### src/rtl/neuron_layer_pkg.sv
// Shared definitions for the neuron_layer block.
//  - FSM state encoding (NL_IDLE / NL_RUN / NL_OUT)
//  - default fixed-point format (Q8.8 in 16 bits)
//  - weight RAM layout: each neuron owns an 8-word slot, 7 weights then the bias
package neuron_layer_pkg;

  localparam int NL_DATA_W = 16;
  localparam int NL_FRAC   = 8;
  localparam int NL_STRIDE = 8;   // weight RAM words per neuron
  localparam int NL_TERMS  = 7;   // input vector length
  localparam int NL_LAST_K = 8;   // RUN cycles are k = 0..NL_LAST_K

  typedef enum logic [1:0] {
    NL_IDLE = 2'd0,
    NL_RUN  = 2'd1,
    NL_OUT  = 2'd2
  } nl_state_e;

endpackage

### src/rtl/neuron_mac.sv
// Signed multiply-accumulate for one neuron at a time.
//  clk_i    clock, rising edge
//  rst_ni   synchronous active-low reset, clears the accumulator
//  clr_i    clear the accumulator (wins over acc_i/bias_i)
//  acc_i    acc += w_i * x_i
//  bias_i   acc += w_i <<< FRAC (bias aligned to product scale)
//  w_i/x_i  signed operands
//  res_o    relu(saturate(acc >>> FRAC)), combinational
module neuron_mac
  import neuron_layer_pkg::*;
#(
  parameter int DATA_W = NL_DATA_W,
  parameter int FRAC   = NL_FRAC
) (
  input  logic              clk_i,
  input  logic              rst_ni,
  input  logic              clr_i,
  input  logic              acc_i,
  input  logic              bias_i,
  input  logic [DATA_W-1:0] w_i,
  input  logic [DATA_W-1:0] x_i,
  output logic [DATA_W-1:0] res_o
);

  // 4 guard bits: 8 terms of full-width products cannot overflow
  localparam int ACC_W = 2*DATA_W + 4;
  localparam logic signed [ACC_W-1:0] SAT_MAX = {{(ACC_W-DATA_W+1){1'b0}}, {(DATA_W-1){1'b1}}};
  localparam logic signed [ACC_W-1:0] SAT_MIN = {{(ACC_W-DATA_W+1){1'b1}}, {(DATA_W-1){1'b0}}};

  logic signed [ACC_W-1:0]    acc_q, acc_d;
  logic signed [2*DATA_W-1:0] prod;
  logic signed [ACC_W-1:0]    prod_ext, bias_ext, shr;
  logic        [DATA_W-1:0]   sat;

  assign prod     = $signed(w_i) * $signed(x_i);
  assign prod_ext = {{4{prod[2*DATA_W-1]}}, prod};
  assign bias_ext = {{(ACC_W-DATA_W){w_i[DATA_W-1]}}, w_i} <<< FRAC;

  always_comb begin
    acc_d = acc_q;
    if (clr_i)       acc_d = '0;
    else if (acc_i)  acc_d = acc_q + prod_ext;
    else if (bias_i) acc_d = acc_q + bias_ext;
  end

  always_ff @(posedge clk_i) begin
    if (!rst_ni) acc_q <= '0;
    else         acc_q <= acc_d;
  end

  assign shr = acc_q >>> FRAC;

  always_comb begin
    if (shr > SAT_MAX)      sat = SAT_MAX[DATA_W-1:0];
    else if (shr < SAT_MIN) sat = SAT_MIN[DATA_W-1:0];
    else                    sat = shr[DATA_W-1:0];
    res_o = sat[DATA_W-1] ? '0 : sat;
  end

endmodule

### src/rtl/neuron_layer.sv
// One fully-connected ANN layer evaluated on a single time-shared MAC.
//  clk/reset             clock, synchronous active-low reset
//  data_in_0..6, in_rdy  input vector and its one-cycle valid pulse
//  w_addr/w_rd/w_data    synchronous weight RAM port (data one cycle after address)
//  out_data/out_idx      ReLU result and neuron index, held between pulses
//  out_valid/out_last    result strobe, last-neuron flag
//  busy                  evaluation in progress
//  in_drop               in_rdy arrived while busy and was ignored
// Each neuron takes 10 cycles: 9 RUN cycles (8 reads, accumulate lags a cycle) + 1 OUT.
module neuron_layer
  import neuron_layer_pkg::*;
#(
  parameter int DATA_W      = NL_DATA_W,
  parameter int FRAC        = NL_FRAC,
  parameter int NUM_NEURONS = 4,
  parameter int ADDR_W      = 5
) (
  input  logic              clk,
  input  logic              reset,
  input  logic [DATA_W-1:0] data_in_0,
  input  logic [DATA_W-1:0] data_in_1,
  input  logic [DATA_W-1:0] data_in_2,
  input  logic [DATA_W-1:0] data_in_3,
  input  logic [DATA_W-1:0] data_in_4,
  input  logic [DATA_W-1:0] data_in_5,
  input  logic [DATA_W-1:0] data_in_6,
  input  logic              in_rdy,
  output logic [ADDR_W-1:0] w_addr,
  output logic              w_rd,
  input  logic [DATA_W-1:0] w_data,
  output logic [DATA_W-1:0] out_data,
  output logic [ADDR_W-1:0] out_idx,
  output logic              out_valid,
  output logic              out_last,
  output logic              busy,
  output logic              in_drop
);

  localparam logic [3:0] K_LAST = 4'(NL_LAST_K);

  nl_state_e                        state_q, state_d;
  logic [3:0]                       k_q, k_d;
  logic [ADDR_W-1:0]                n_q, n_d;
  logic [NL_TERMS-1:0][DATA_W-1:0]  x_q;
  logic [DATA_W-1:0]                out_data_q;
  logic [ADDR_W-1:0]                out_idx_q;
  logic                             in_drop_q;

  logic              mac_clr, mac_acc, mac_bias;
  logic [DATA_W-1:0] mac_x, mac_res;
  logic              is_last;

  assign is_last = (n_q == ADDR_W'(NUM_NEURONS-1));

  always_comb begin
    state_d  = state_q;
    k_d      = k_q;
    n_d      = n_q;
    mac_clr  = 1'b0;
    mac_acc  = 1'b0;
    mac_bias = 1'b0;
    case (state_q)
      NL_IDLE: begin
        if (in_rdy) begin
          state_d = NL_RUN;
          k_d     = '0;
          n_d     = '0;
          mac_clr = 1'b1;
        end
      end
      NL_RUN: begin
        // w_data on this cycle answers the read issued for term k-1
        if (k_q != 4'd0) begin
          if (k_q == K_LAST) mac_bias = 1'b1;
          else               mac_acc  = 1'b1;
        end
        if (k_q == K_LAST) begin
          state_d = NL_OUT;
          k_d     = '0;
        end else begin
          k_d = k_q + 4'd1;
        end
      end
      NL_OUT: begin
        if (is_last) begin
          state_d = NL_IDLE;
        end else begin
          state_d = NL_RUN;
          n_d     = n_q + ADDR_W'(1);
          k_d     = '0;
          mac_clr = 1'b1;
        end
      end
      default: state_d = NL_IDLE;
    endcase
  end

  // operand for term k-1; zero outside the weight terms
  always_comb begin
    mac_x = '0;
    for (int i = 0; i < NL_TERMS; i++)
      if (k_q == 4'(i+1)) mac_x = x_q[i];
  end

  always_ff @(posedge clk) begin
    if (!reset) begin
      state_q    <= NL_IDLE;
      k_q        <= '0;
      n_q        <= '0;
      x_q        <= '0;
      out_data_q <= '0;
      out_idx_q  <= '0;
      in_drop_q  <= 1'b0;
    end else begin
      state_q   <= state_d;
      k_q       <= k_d;
      n_q       <= n_d;
      in_drop_q <= in_rdy && (state_q != NL_IDLE);
      if (state_q == NL_IDLE && in_rdy)
        x_q <= {data_in_6, data_in_5, data_in_4, data_in_3, data_in_2, data_in_1, data_in_0};
      if (state_q == NL_OUT) begin
        out_data_q <= mac_res;
        out_idx_q  <= n_q;
      end
    end
  end

  neuron_mac #(.DATA_W(DATA_W), .FRAC(FRAC)) u_mac (
    .clk_i  (clk),
    .rst_ni (reset),
    .clr_i  (mac_clr),
    .acc_i  (mac_acc),
    .bias_i (mac_bias),
    .w_i    (w_data),
    .x_i    (mac_x),
    .res_o  (mac_res)
  );

  assign w_rd      = (state_q == NL_RUN) && (k_q != K_LAST);
  assign w_addr    = w_rd ? ADDR_W'(int'(n_q) * NL_STRIDE + int'(k_q)) : '0;
  assign out_valid = (state_q == NL_OUT);
  assign out_last  = out_valid && is_last;
  // result is live during OUT, then held by the output registers
  assign out_data  = out_valid ? mac_res : out_data_q;
  assign out_idx   = out_valid ? n_q : out_idx_q;
  assign busy      = (state_q != NL_IDLE);
  assign in_drop   = in_drop_q;

endmodule
### config.mk
export PLATFORM = sky130hd
export DESIGN_NAME = neuron_layer
export DESIGN_NICKNAME = d
export VERILOG_FILES = /design/src/rtl/neuron_layer_pkg.sv /design/src/rtl/neuron_mac.sv /design/src/rtl/neuron_layer.sv
export SDC_FILE = /design/constraint.sdc
export NUM_CORES = 1
export LEC_CHECK = 0
export BUFFER_PORTS_ARGS = -buffer_cell sky130_fd_sc_hd__buf_2
export CELL_PAD_IN_SITES_DETAIL_PLACEMENT = 1
export CELL_PAD_IN_SITES_GLOBAL_PLACEMENT = 1
export CORE_MARGIN = 4
export CORE_UTILIZATION = 51
export CTS_BUF_LIST = sky130_fd_sc_hd__clkbuf_16
export DETAILED_ROUTE_END_ITERATION = 10
export PLACE_DENSITY = 0.95
export SKIP_CTS_REPAIR_TIMING = 1
export SLEW_MARGIN = 20
export SYNTH_ARGS = -nofsm -noshare
export SYNTH_HDL_FRONTEND = slang
export SYNTH_SLANG_ARGS = --single-unit
### constraint.sdc
create_clock -name clk -period 13.5 [get_ports clk]
set_input_delay 1.35 -clock clk [delete_from_list [all_inputs] [get_ports clk]]
set_output_delay 1.35 -clock clk [all_outputs]
set_load 0.005 [all_outputs]
==> results.yml <==
outcome:
  status: "complete, no violations"
clock_tree:
  numCtsBuffers: 17
  htreeDepth: 4
  clockBufferDepth: 2
  cts_tree: "done"
  root_buffer: "clkbuf_16"
  insertion_delay_ns: 0.48
  cts.sinks: 181
  clk_pin_slew_ns: 0.08
timing:
  period_share_pct: 80.4
  hold_viol_final: 0
  skew_ns: 0.0256
  rsz0062_at_grt: "false"
  setup_viol: 0
  max_freq_mhz: 92.1
  final-max-slew-violation-count: 0
  holdWs_ns: 0.484
  setup_tns_ns: 0
  tightest_slew_ns: 1.31
  period_minus_slack_ns: 10.86
  relSlewSlack_pct: 12.3
  setup_ws_ns: 2.64
critical_path:
  cp-end-kind: "flop"
  worstPathMaxFanout: 16
  critPathKind: "flop to flop"
  worst-r2r-setup-slack_ns: 2.64
  required_ns: 13.83
  worstSetupStartpoint: "k_q[0]"
  path_depth: 32
  crit_path_start_kind: "flop"
  cp_slowest_stage_delay_ns: 0.80
  r2r.worst_path.cells: 32
  r2r-start: "k_q[0]"
  crit_end: "u_mac.acc_q[23]"
  crit_buf_inv: 6
  cp_slowest_cell: "nor4b_4"
  cp_top_family: "compound AO/OA/AOI/OAI gates"
  cp.arrival_ns: 11.19
  r2r_end: "u_mac.acc_q[23]"
placement:
  gp_congestion: 0.899
  dp_hpwl_mm: 58.4
  place_ws_ns: 4.09
  portBuffers: 161
  placedInstanceArea_um2: 22000
synth:
  ys.flop_type: "dfxtp_1"
  yosysWarnings: 0
  syn_inst: 2468
  syn_area_um2: 21000
  synth-edff-count: 0
  seq_area_frac_synth_pct: 17.3
  synth.avg_cell_area_um2: 8.49
  ys_ff_latch: 181
  ys_async_sr_fraction_pct: 0
  synth.net_count: 3054
  synth_cell_types: 73
route:
  wirelength_mm: 91.1
  vias_per_cell: 6.54
  first_pass_iters: 8
  drt-initial-drc-count: 2615
  detail-route-antenna-nets: 0
  drc: 0
  vias: 20200
  wl_per_cell_um: 29.5
global_route:
  grt_pass1_vias: 22000
  grt_pass1_wl_mm: 132
  overflow: 0
  grt_start_max_net_pins: 117
  antenna_found_initial: 1
  track_usage_pct: 38.4
cells_and_area:
  drive_gt1_share_pct: 9.62
  fin_area_um2: 22700
  final_common_cell: "nand2_1"
  nNetsFinal: 3131
  final_cell_mix: "nand2_1 (413), inv_1 (394), fa_1 (315)"
  synthToLayoutAreaGrowth_pct: 8.14
floorplan:
  die_area_um2: 44400
  core-area_um2: 40200
  die_x_um: 211
  die_y_um: 211
  num_io_pins: 162
  num_rows: 73
  start_util_pct: 52.1
pwr:
  fin_total_pwr_mw: 1.69
  p_leak_nw: 11.2
  powerDensity_nw_per_um2: 74.8
  ir_worst_vdd_mv: 0.109
flow_run:
  maxCapViolations: 0
min_path:
  min_path_type: "flop to flop"
  hold_start: "x_q[104]"
[logic make-up after synthesis]
group / Yosys count / share of synthesized area (%)
simple gates: 831 / 18.1
buf+inv: 509 / 9.42
fa+ha+maj: 455 / 38.5
compound gates: 432 / 14.2
flops: 181 / 17.3
xor+xnor: 59 / 2.47
mux: 1 / 0.0478
[where the power goes]
| part | switching, mW | internal (mW) | leakage [nW] |
|---|---|---|---|
| sequential | 0.0229 | 0.557 | 1.48 |
| clock | 0.261 | 0.297 | 0.304 |
| combinational | 0.366 | 0.190 | 9.37 |
| total | 0.650 | 1.04 | 11.2 |
[through the flow]
| stage | std cells | utilization [%] |
|---|---|---|
| floorplan | 2468 | - |
| global placement | 3051 | 54.8 |
| detailed placement | 3051 | 54.8 |
| CTS | 3083 | 56.3 |
| global route | 3085 | 56.4 |
| finish | 3086 | 56.4 |
[tightest hold or removal path, cell delays in order (launching register included)]
cell and delay [ns]:
dfxtp_1 0.32, nand2_1 0.05, a21boi_0 0.07
[sequential cells by signal, indices dropped and copies added, names as in the netlist]
name         flops
state_q          2
x_q            112
out_idx_q        5
k_q              4
n_q              5
in_drop          1
u_mac.acc_q     36
out_data_q      16
[how the worst min path moves through the flow]
stage,cells after the start,endpoint,slack (ns)
4_1_cts,2,x_q[104],0.48
6_report,2,x_q[104],0.48
5_1_grt,2,x_q[104],0.50
2_1_floorplan,2,x_q[96],0.44
3_5_place_dp,2,x_q[46],0.46
3_3_place_gp,2,u_mac.acc_q[0],0.45
[layer usage]
layer	global-route usage [%]	up-vias	wire, um
met4	23.4	0	8120
li1	-	7917	-
met5	0	-	0
met2	63.5	1795	41500
met1	45.9	9828	31300
met3	8.47	657	10100
[area by class of cell]
cell class	count	area [um^2]
fill	4738	17500
multi-input combinational	1778	15400
sequential	181	3620
timing repair buffer	173	896
inverter	394	1480
clock inverter	15	193
clock buffer	17	425
antenna	3	7.51
tap	525	657
[synthesized netlist by cell type (all sizes together), types with 6 or more instances]
| cell | n | area share [%] |
|---|---|---|
| nand3 | 15 | 0.36 |
| and2 | 67 | 2.0 |
| xor2 | 16 | 0.67 |
| nor2b | 95 | 2.9 |
| xnor2 | 43 | 1.8 |
| a21oi | 115 | 2.9 |
| a221oi | 17 | 0.74 |
| o31ai | 8 | 0.42 |
| and3 | 12 | 0.37 |
| nor3 | 24 | 0.57 |
| fa | 315 | 30 |
| nand2b | 17 | 0.51 |
| a21boi | 119 | 4.3 |
| a211oi | 34 | 1.2 |
| nor2 | 158 | 2.8 |
| dfxtp | 181 | 17 |
| a22oi | 20 | 0.72 |
| buf | 36 | 0.93 |
| a21o | 18 | 0.64 |
| nand2 | 415 | 7.4 |
| o21ai | 53 | 1.4 |
| o21a | 9 | 0.32 |
| inv | 394 | 7.1 |
| clkbuf | 79 | 1.4 |
| a31oi | 11 | 0.36 |
| ha | 140 | 8.4 |
| nor4 | 6 | 0.21 |
Power figures use the tool's default switching activity.
